`src/rtl/ub_pkg.sv`:
```
// Shared types for the unified-buffer write packer.
// Word bundle, FSM states and default geometry.
package ub_pkg;

  localparam int UB_LANES      = 4;
  localparam int UB_ADDR_W     = 8;
  localparam int UB_CNT_W      = 16;
  localparam int UB_FIFO_DEPTH = 4;

  typedef struct packed {
    logic [UB_LANES*8-1:0] data;
    logic [UB_LANES-1:0]   be;
    logic [UB_ADDR_W-1:0]  addr;
  } ub_word_t;

  typedef enum logic [1:0] {
    IDLE,
    RUN,
    DRAIN,
    DONE
  } pk_state_e;

endpackage

```
`src/rtl/ub_word_fifo.sv`:
```
// First-word fall-through FIFO of packed UB words.
// A push while full is taken only if a pop frees a slot that cycle.
module ub_word_fifo
  import ub_pkg::*;
#(
  parameter int DEPTH = 4
) (
  input  logic     clk,
  input  logic     rst_n,
  input  logic     push,
  input  ub_word_t wr_word,
  input  logic     pop,
  output ub_word_t rd_word,
  output logic     full,
  output logic     empty
);

  localparam int AW = $clog2(DEPTH);

  ub_word_t       mem [DEPTH];
  logic [AW-1:0]  wp;
  logic [AW-1:0]  rp;
  logic [AW:0]    cnt;
  logic           wr_en;
  logic           rd_en;

  assign full  = cnt == (AW+1)'(DEPTH);
  assign empty = cnt == '0;
  assign rd_en = pop && !empty;
  assign wr_en = push && (!full || rd_en);

  // Head is forced to zero while empty so idle outputs read as 0.
  assign rd_word = empty ? '0 : mem[rp];

  always_ff @(posedge clk or negedge rst_n) begin
    if (!rst_n) begin
      wp  <= '0;
      rp  <= '0;
      cnt <= '0;
      for (int i = 0; i < DEPTH; i++) mem[i] <= '0;
    end else begin
      if (wr_en) begin
        mem[wp] <= wr_word;
        wp      <= wp + AW'(1);
      end
      if (rd_en) rp <= rp + AW'(1);
      unique case ({wr_en, rd_en})
        2'b10:   cnt <= cnt + (AW+1)'(1);
        2'b01:   cnt <= cnt - (AW+1)'(1);
        default: cnt <= cnt;
      endcase
    end
  end

endmodule

```
`src/rtl/ub_write_packer.sv`:
```
// Packs the int8 activation stream into LANES-wide UB words
// and writes them to consecutive addresses from a base.
module ub_write_packer
  import ub_pkg::*;
#(
  parameter int LANES      = UB_LANES,
  parameter int ADDR_W     = UB_ADDR_W,
  parameter int CNT_W      = UB_CNT_W,
  parameter int FIFO_DEPTH = UB_FIFO_DEPTH
) (
  input  logic               clk,
  input  logic               rst_n,
  input  logic               cfg_start,
  input  logic [ADDR_W-1:0]  cfg_base_addr,
  input  logic [CNT_W-1:0]   cfg_count,
  input  logic               valid_in,
  input  logic [7:0]         data_in,
  output logic               ub_wr_req,
  output logic [ADDR_W-1:0]  ub_wr_addr,
  output logic [LANES*8-1:0] ub_wr_data,
  output logic [LANES-1:0]   ub_wr_be,
  input  logic               ub_wr_ready,
  output logic               busy,
  output logic               done,
  output logic               overflow
);

  localparam int LW = $clog2(LANES);

  pk_state_e          state_q;
  pk_state_e          state_d;
  logic [ADDR_W-1:0]  base_q;
  logic [ADDR_W-1:0]  word_q;
  logic [CNT_W-1:0]   count_q;
  logic [CNT_W-1:0]   elem_q;
  logic [LW-1:0]      lane_q;
  logic [LANES*8-1:0] ldata_q;
  logic [LANES-1:0]   lbe_q;
  logic [LANES*8-1:0] ldata_d;
  logic [LANES-1:0]   lbe_d;
  logic               push_q;
  ub_word_t           pword_q;
  ub_word_t           head;
  logic               start_ok;
  logic               take;
  logic               last;
  logic               complete;
  logic               pop;
  logic               full;
  logic               empty;
  logic               drop;

  assign start_ok = cfg_start && state_q == IDLE;
  assign take     = state_q == RUN && valid_in && elem_q != count_q;
  assign last     = take && (elem_q + CNT_W'(1) == count_q);
  assign complete = take && (lane_q == LW'(LANES-1) || last);
  assign pop      = !empty && ub_wr_ready;
  assign drop     = push_q && full && !pop;

  always_comb begin
    ldata_d = ldata_q;
    lbe_d   = lbe_q;
    if (take) begin
      ldata_d[lane_q*8 +: 8] = data_in;
      lbe_d[lane_q]          = 1'b1;
    end
  end

  always_comb begin
    state_d = state_q;
    unique case (state_q)
      IDLE:    if (cfg_start) state_d = (cfg_count == '0) ? DONE : RUN;
      RUN:     if (last) state_d = DRAIN;
      DRAIN:   if (!push_q && empty) state_d = DONE;
      DONE:    state_d = IDLE;
      default: state_d = IDLE;
    endcase
  end

  always_ff @(posedge clk or negedge rst_n) begin
    if (!rst_n) begin
      state_q  <= IDLE;
      base_q   <= '0;
      word_q   <= '0;
      count_q  <= '0;
      elem_q   <= '0;
      lane_q   <= '0;
      ldata_q  <= '0;
      lbe_q    <= '0;
      push_q   <= 1'b0;
      pword_q  <= '0;
      overflow <= 1'b0;
    end else begin
      state_q <= state_d;
      push_q  <= complete;
      if (complete) begin
        pword_q <= '{data: ldata_d, be: lbe_d, addr: base_q + word_q};
      end
      if (start_ok) begin
        base_q  <= cfg_base_addr;
        count_q <= cfg_count;
        word_q  <= '0;
        elem_q  <= '0;
        lane_q  <= '0;
        ldata_q <= '0;
        lbe_q   <= '0;
      end else if (take) begin
        elem_q <= elem_q + CNT_W'(1);
        if (complete) begin
          lane_q  <= '0;
          ldata_q <= '0;
          lbe_q   <= '0;
          word_q  <= word_q + ADDR_W'(1);
        end else begin
          lane_q  <= lane_q + LW'(1);
          ldata_q <= ldata_d;
          lbe_q   <= lbe_d;
        end
      end
      // A start wins over a stray element in the same cycle.
      if (start_ok) overflow <= 1'b0;
      else if ((valid_in && !take) || drop) overflow <= 1'b1;
    end
  end

  ub_word_fifo #(
    .DEPTH (FIFO_DEPTH)
  ) u_fifo (
    .clk     (clk),
    .rst_n   (rst_n),
    .push    (push_q),
    .wr_word (pword_q),
    .pop     (pop),
    .rd_word (head),
    .full    (full),
    .empty   (empty)
  );

  assign ub_wr_req  = !empty;
  assign ub_wr_addr = head.addr;
  assign ub_wr_data = head.data;
  assign ub_wr_be   = head.be;
  assign busy       = state_q != IDLE;
  assign done       = state_q == DONE;

endmodule

```
`config.mk`:
```
export PLATFORM = sky130hd
export DESIGN_NAME = ub_write_packer
export DESIGN_NICKNAME = d
export VERILOG_FILES = /design/src/rtl/ub_pkg.sv /design/src/rtl/ub_word_fifo.sv /design/src/rtl/ub_write_packer.sv
export SDC_FILE = /design/constraint.sdc
export NUM_CORES = 1
export LEC_CHECK = 0
export CELL_PAD_IN_SITES_DETAIL_PLACEMENT = 1
export CELL_PAD_IN_SITES_GLOBAL_PLACEMENT = 2
export CORE_MARGIN = 5
export CORE_UTILIZATION = 45
export CTS_CLUSTER_SIZE = 12
export DETAILED_ROUTE_END_ITERATION = 8
export PLACE_DENSITY_LB_ADDON = 0.1
export SYNTH_ARGS = -nofsm -noshare
export SYNTH_HDL_FRONTEND = slang
export SYNTH_HIERARCHICAL = 1
export SYNTH_SLANG_ARGS = --single-unit
```
`constraint.sdc`:
```
create_clock -name clk -period 6.45 [get_ports clk]
set_input_delay 0.645 -clock clk [delete_from_list [all_inputs] [get_ports clk]]
set_output_delay 0.645 -clock clk [all_outputs]
set_load 0.1 [all_outputs]
```
# Word-level counts from Yosys, hierarchy flattened
# Cells that the tools add are included.
[word_totals] register_bits=317 in_bits=37 out_inout_bits=48 wordCells=125
[op_classes] n_addsub=9 n_lt_le_gt_ge=5 n_eq_ne=12 shift=2 muxes=34 bitwise=3 n_reduce_logical=32
[op_table] operator="$bwmux 176" n=1
[op_table] operator="$mux 44" n=4
[op_table] operator="$mux 32" n=4
[op_table] operator="$bmux 44 s2" n=1
[op_table] operator="$demux 44 s2" n=1
[op_table] operator="$neg 5->34" n=1
[op_table] operator="$shift 8x34->32 const A" n=1
[op_table] operator="$shiftx 8x34->32" n=1
[op_table] operator="$bwmux 32" n=1
[op_table] operator="$mux 16" n=2
[op_table] operator="$mux 8" n=3
[op_table] operator="$add 16x1->16 const B" n=1
[op_table] operator="$eq 16x16->1" n=1
[op_table] operator="$logic_not 16->1" n=1
[op_table] operator="$mux 4" n=4
[op_table] operator="$ne 16x16->1" n=1
[op_table] operator="$logic_and 1x1->1" n=14
[op_table] operator="$mux 2" n=7
[op_table] operator="$reduce_bool 2->1" n=5
[op_table] operator="$add 8x1->8 const B" n=1
[op_table] operator="$add 8x8->8" n=1
[op_table] operator="$eq 2x2->1 const B" n=4
[op_table] operator="$pmux 2 s4" n=1
[op_table] operator="$add 2x1->2 const B" n=3
[op_table] operator="20 further kinds" n=33

# Depth between registers and ports, before layout
[depth] ltp_word=9 depth_mapped=13 ltp_nobuf=11

# By module
# The synthesis kept the hierarchy.
[by_module_without_submodules] module="ub_word_fifo" n_inst=1 cells_each=513 area_each_um2=8358.0 seq_area_each_um2=4579.4
[by_module_without_submodules] module="ub_write_packer" n_inst=1 cells_each=740 area_each_um2=6806.5 seq_area_each_um2=3353.2

# Worst setup path after synthesis
# OpenSTA, ideal clock, no wires.
[synth_timing] path_type="reg-to-reg" startpoint="register u_fifo.cnt[1]" endpoint="register u_fifo.cnt[2]" setup_time_ns=0.079 arrival_time_ns=2.815 required_ns=6.371 slack_ns=3.556 path_stages_with_launch=14 n_path_buf=2 period_less_slack_ns=2.894 path_cell_list="dfrtp_1 > or3_1 > clkbuf_1 > clkbuf_1 > inv_1 > nor2b_1 > nor4b_4 > nand2b_1 > ha_1 > inv_1 > fa_1 > xor2_1 > nor2_1 > xor2_1"
[synth_via] elab_chain_len=8 word_cells_on_any_way=14 cone_classes="add/sub (2); eq/ne (3); mux (1); reduce/logical (8)"
[synth_lines] item="from (decl)" line_no="ub_word_fifo.sv:23" rtl="logic [AW:0] cnt;"
[synth_lines] item="from (signal assigned)" line_no="ub_word_fifo.sv:48" rtl="2'b10: cnt <= cnt + (AW+1)'(1);"
[synth_lines] item="from (signal assigned)" line_no="ub_word_fifo.sv:49" rtl="2'b01: cnt <= cnt - (AW+1)'(1);"
[synth_lines] item="from (signal assigned)" line_no="ub_word_fifo.sv:50" rtl="default: cnt <= cnt;"
[synth_lines] item="$logic_not 3->1 (*)" line_no="ub_word_fifo.sv:28" rtl="assign empty = cnt == '0;"
[synth_lines] item="named net empty" line_no="ub_write_packer.sv:50" rtl="logic empty;"
[synth_lines] item="$logic_not 1->1 (*)" line_no="ub_write_packer.sv:57" rtl="assign pop = !empty && ub_wr_ready;"
[synth_lines] item="$logic_and 1x1->1 (*)" line_no="ub_write_packer.sv:57"
[synth_lines] item="named net pop" line_no="ub_write_packer.sv:48" rtl="logic pop;"
[synth_lines] item="$logic_and 1x1->1 (*)" line_no="ub_word_fifo.sv:29" rtl="assign rd_en = pop && !empty;"
[synth_lines] item="$logic_or 1x1->1" line_no="ub_word_fifo.sv:30" rtl="assign wr_en = push && (!full || rd_en);"
[synth_lines] item="$logic_and 1x1->1" line_no="ub_word_fifo.sv:30"
[synth_lines] item="$eq 2x1->1 / $eq 2x2->1 (equally long branches)" line_no="ub_word_fifo.sv:47" rtl="unique case ({wr_en, rd_en})"
[synth_lines] item="$pmux 3 s2 / $reduce_bool 2->1 (equally long branches)"
# The timed path passes the listed nets; every way through them passes the cells marked *.
# A chain may end at the register's enable or synchronous reset.

# Worst setup path in the final report
[layout_timing] startpoint="register u_fifo.rp[0]" endpoint="output ub_wr_data[0]"
[layout_via] elab_chain_len=5
[layout_lines] item="from (decl)" line_no="ub_word_fifo.sv:22" rtl="logic [AW-1:0] rp;"
[layout_lines] item="from (signal assigned)" line_no="ub_word_fifo.sv:46" rtl="if (rd_en) rp <= rp + AW'(1);"
[layout_lines] item="$not 2->3 (not written as such)" line_no="ub_word_fifo.sv:33" rtl="assign rd_word = empty ? '0 : mem[rp];"
[layout_lines] item="$bmux 44 s2" line_no="ub_word_fifo.sv:33"
[layout_lines] item="$mux 44 (not written as such) (2 in a row)" line_no="ub_word_fifo.sv:33"
[layout_lines] item="$mux 44" line_no="ub_word_fifo.sv:33"
[layout_lines] item="to (decl)" line_no="ub_write_packer.sv:20" rtl="output logic [LANES*8-1:0] ub_wr_data,"
# No other way between the ends. The select of a mux whose other input is x is not followed.

==> metrics.md <==
| Metric | Value |
|---|---|
| Status | `complete, no violations` |
| Die area | `37500 um^2` |
| Clock Pin Slew Worst Setup and Hold Paths | `0.06 ns` |
| Largest cells by area after synthesis | `dfrtp_1 52%, mux2_2 13%, mux4_2 6.5%, nand2_1 3.5%, ha_1 2.2%` |
| Most used standard cell by instance count after synthesis | `dfrtp_1` |
| Area of combinational cells with multiple inputs | `6690 um^2` |
| Synth Area per Inst | `12.1 um^2` |
| Highest ir drop seen on vdd | `0.252 mV` |
| Area of the mapped netlist | `15200 um^2` |
| Critical path capture point type | `output pin` |
| Final routed wire length divided by cell count | `20.2 um` |
| Diodes inserted | `0` |
| Initial standard-cell utilization of the core | `0.455` |
| Worst skew pair latency | `0.53 ns` |
| Most common flop cell mapped by yosys | `dfrtp_1` |
| Number of antenna violations at the first check in global routing | `0` |
| Synthesized instance count | `1253` |
| Largest net degree at the start of global routing | `153` |
| Wire length of the first global-routing pass | `59900 um` |
| Area growth from synthesis to final layout | `15.8%` |
| Slack of the worst reg-to-reg path | `2.71 ns` |
| Max-Slew Margin vs Limit | `0.256` |
| RD Place Congestion | `0.788` |
| Power density relative to cell area | `337 nW/um^2` |
| Level count of the clock H-tree | `2` |
| Via count | `9859` |
| Footprint of the flip-flops and latches | `7940 um^2` |
| Cell at the root of the clock tree | `clkbuf_16` |
| Synth unique cells | `57` |
| Die height | `194 um` |
| Syn Nets | `1319` |
| CP Class | `flop to output pin` |
| Leakage power summed over all cells | `8.08 nW` |
| Number of hold violations in the final report | `0` |
| Hold buffers post-CTS | `0` |
| TritonCTS Buffers | `37` |
| Max-slew violation count | `0` |
| Longest Clk Path Bufs | `3` |
| Fraction of the yosys area taken by sequential cells | `0.523` |
| Post-route clock skew | `0.0264 ns` |
| RSZ-0062 raised after global routing | `false` |
| Standard cell core area | `33400 um^2` |
| Total global routing track utilization | `0.195` |
| Number of instances resized during post-cts repair | `0` |
| Final std cells w/o fill | `1792` |
| # rows | `67` |
| Area share of the leading cell type in the synthesized netlist | `0.523` |
| Worst path max stage delay | `0.96 ns` |
| Number of enable flip-flop cells after synthesis | `0` |
| Antenna viol nets, final | `0` |
| Final period utilization | `0.656` |
| Number of placed cells counting well taps | `1726` |
| Grt ovf | `0` |
| Count of state elements after synthesis | `317` |
| Crit path max-delay cell type | `clkdlybuf4s50_1` |
| Detailed router's first-iteration violation count | `525` |
| Startpoint type of the worst setup path | `flop` |
| Transition time at the pin with the least slew margin | `1.11 ns` |
| Final WL | `36200 um` |
| Post-layout nets | `1383` |
| Port Buf Inserts | `84` |
| Filler cell count in the final layout | `3476` |
| Commonest cells in the synthesized netlist | `317 x dfrtp_1, 177 x mux2_2, 143 x nand2_1` |
| Cell type with the largest total area after synthesis | `dfrtp_1` |
| Clock sink count | `317` |
| Fraction of final layout cells sized beyond drive strength 1 | `0.230` |
| Synthesis Warnings | `6` |
| Final number of setup-violating endpoints | `0` |
| DIE WIDTH | `194 um` |
| Total setup buffers inserted after CTS | `0` |
| # Max-Cap Violations | `0` |
| Half-perimeter wire length after placement | `24000 um` |
| DR vias/cell | `5.50` |
| Number of global-route vias before repair | `10600` |
| Total I/O pin count | `85` |
| Minimum clock period | `4.23 ns` |
| List of cells traversed by the critical path | `buf_4 > mux4_2 > and2_1 > clkdlybuf4s50_1` |
| DRC | `0` |
| First drt pass iteration count | `4` |
| Type of the tightest min-delay check | `primary input to asynchronous set/reset pin` |
| Ys async rst share | `1.00` |
| Worst EP arrival | `3.58 ns` |
| Required time of the critical path | `5.80 ns` |
| F_max | `0.236 GHz` |
| CTS tree | `yes` |
| Setup TNS | `0 ns` |
| Largest fanout on the critical path | `22` |
==> per-layer routing <==
layer / track usage / share of wire / routed length, um / vias to the layer above
met1: 0.289 / 0.49 / 17700 / 5130
li1: - / - / - / 4543
met5: 0 / 0 / 0 / -
met3: 0.0277 / 0.031 / 1100 / 47
met4: 0.0404 / 0.016 / 583 / 0
met2: 0.309 / 0.46 / 16800 / 139
==> report_power, final <==
part | switching, W | total (W) | leakage (nW) | internal, W
logic | 0.000853 | 0.00135 | 3.10 | 0.000498
clock network | 0.000812 | 0.00215 | 0.620 | 0.00134
registers | 0.000234 | 0.00242 | 4.36 | 0.00218
==> registers in the layout, indices dropped and copies added (netlist names) <==
signal	count
u_fifo/mem	176
state_q	2
count_q	16
elem_q	16
ldata_q	32
word_q	8
u_fifo/cnt	3
overflow	1
pword_q	44
lbe_q	4
u_fifo/rp	2
u_fifo/wp	2
lane_q	2
push_q	1
base_q	8
==> final cells by class <==
class	instances	area share
Sequential cell	317	0.452
Timing Repair Buffer	98	0.0548
Tap cell	448	0.0319
Clock inverter	11	0.00962
Clock buffer	55	0.0623
Multi-Input combinational cell	821	0.381
Inverter	42	0.00897
==> critical path: cells and delay by family, from the launching register on <==
family                 cells  cell delay [ns]
flip-flops                 1             0.81
multiplexers               1             0.57
AND/OR/NAND/NOR            1             0.18
buffers and inverters      2             1.46
==> worst paths after layout <==
check | start | to | cells past startpoint
max in group asynchronous | rst_n | count_q[9] | 2
min in group clk | base_q[0] | base_q[0] | 2
worst min-delay path | rst_n | u_fifo/mem[140] | 1
worst min register to register | base_q[0] | base_q[0] | 2
worst max-delay path | u_fifo/rp[0] | ub_wr_data[0] | 4
worst max register to register | elem_q[0] | pword_q[0] | 9
==> cell usage in the layout (no fill, tap or decap), drive strengths merged, types with 4 or more instances in the layout <==
cell type,n
dfrtp,317
mux2,178
nand2,143
clkdlybuf4s50,83
nor2,62
o21ai,59
clkbuf,55
and2,52
mux4,44
inv,42
a21oi,36
xnor2,29
ha,27
xor2,20
a31oi,19
o2bb2ai,17
a22o,16
buf,15
nand3,14
or3,12
nand4,11
and3,10
nor3,10
a22oi,9
nor4,8
a21o,6
clkinv,6
nor2b,4
mux2i,4
bufinv,4
==> stage by stage <==
stage / util / worst slack, ns / power [W] / instance area (um^2) / hold slack (ns)
finish: 0.527 / 2.22 / 0.00591 / 17600 / 0.146
global route: 0.527 / 2.00 / 0.00626 / 17600 / 0.208
CTS: 0.527 / 2.12 / 0.00601 / 17600 / 0.182
detailed placement: 0.489 / 2.65 / 0.00383 / 16300 / 0.479
global placement: 0.489 / 2.74 / 0.00378 / 16300 / 0.477
floorplan: - / 3.56 / 0.00339 / 15200 / 0.349
==> cell families (layout without fill, tap and decap cells) <==
family,Yosys count,in the layout,share of synthesized area
AND/OR/NAND/NOR,337,337,0.109
AO/OA/AOI/OAI,180,180,0.0762
multiplexers,226,226,0.200
flip-flops,317,317,0.523
buffers and inverters,115,206,0.0388
adder cells (fa/ha/maj),29,29,0.0249
XOR/XNOR,49,49,0.0283
Note: power is estimated with default switching activity, not from simulation.
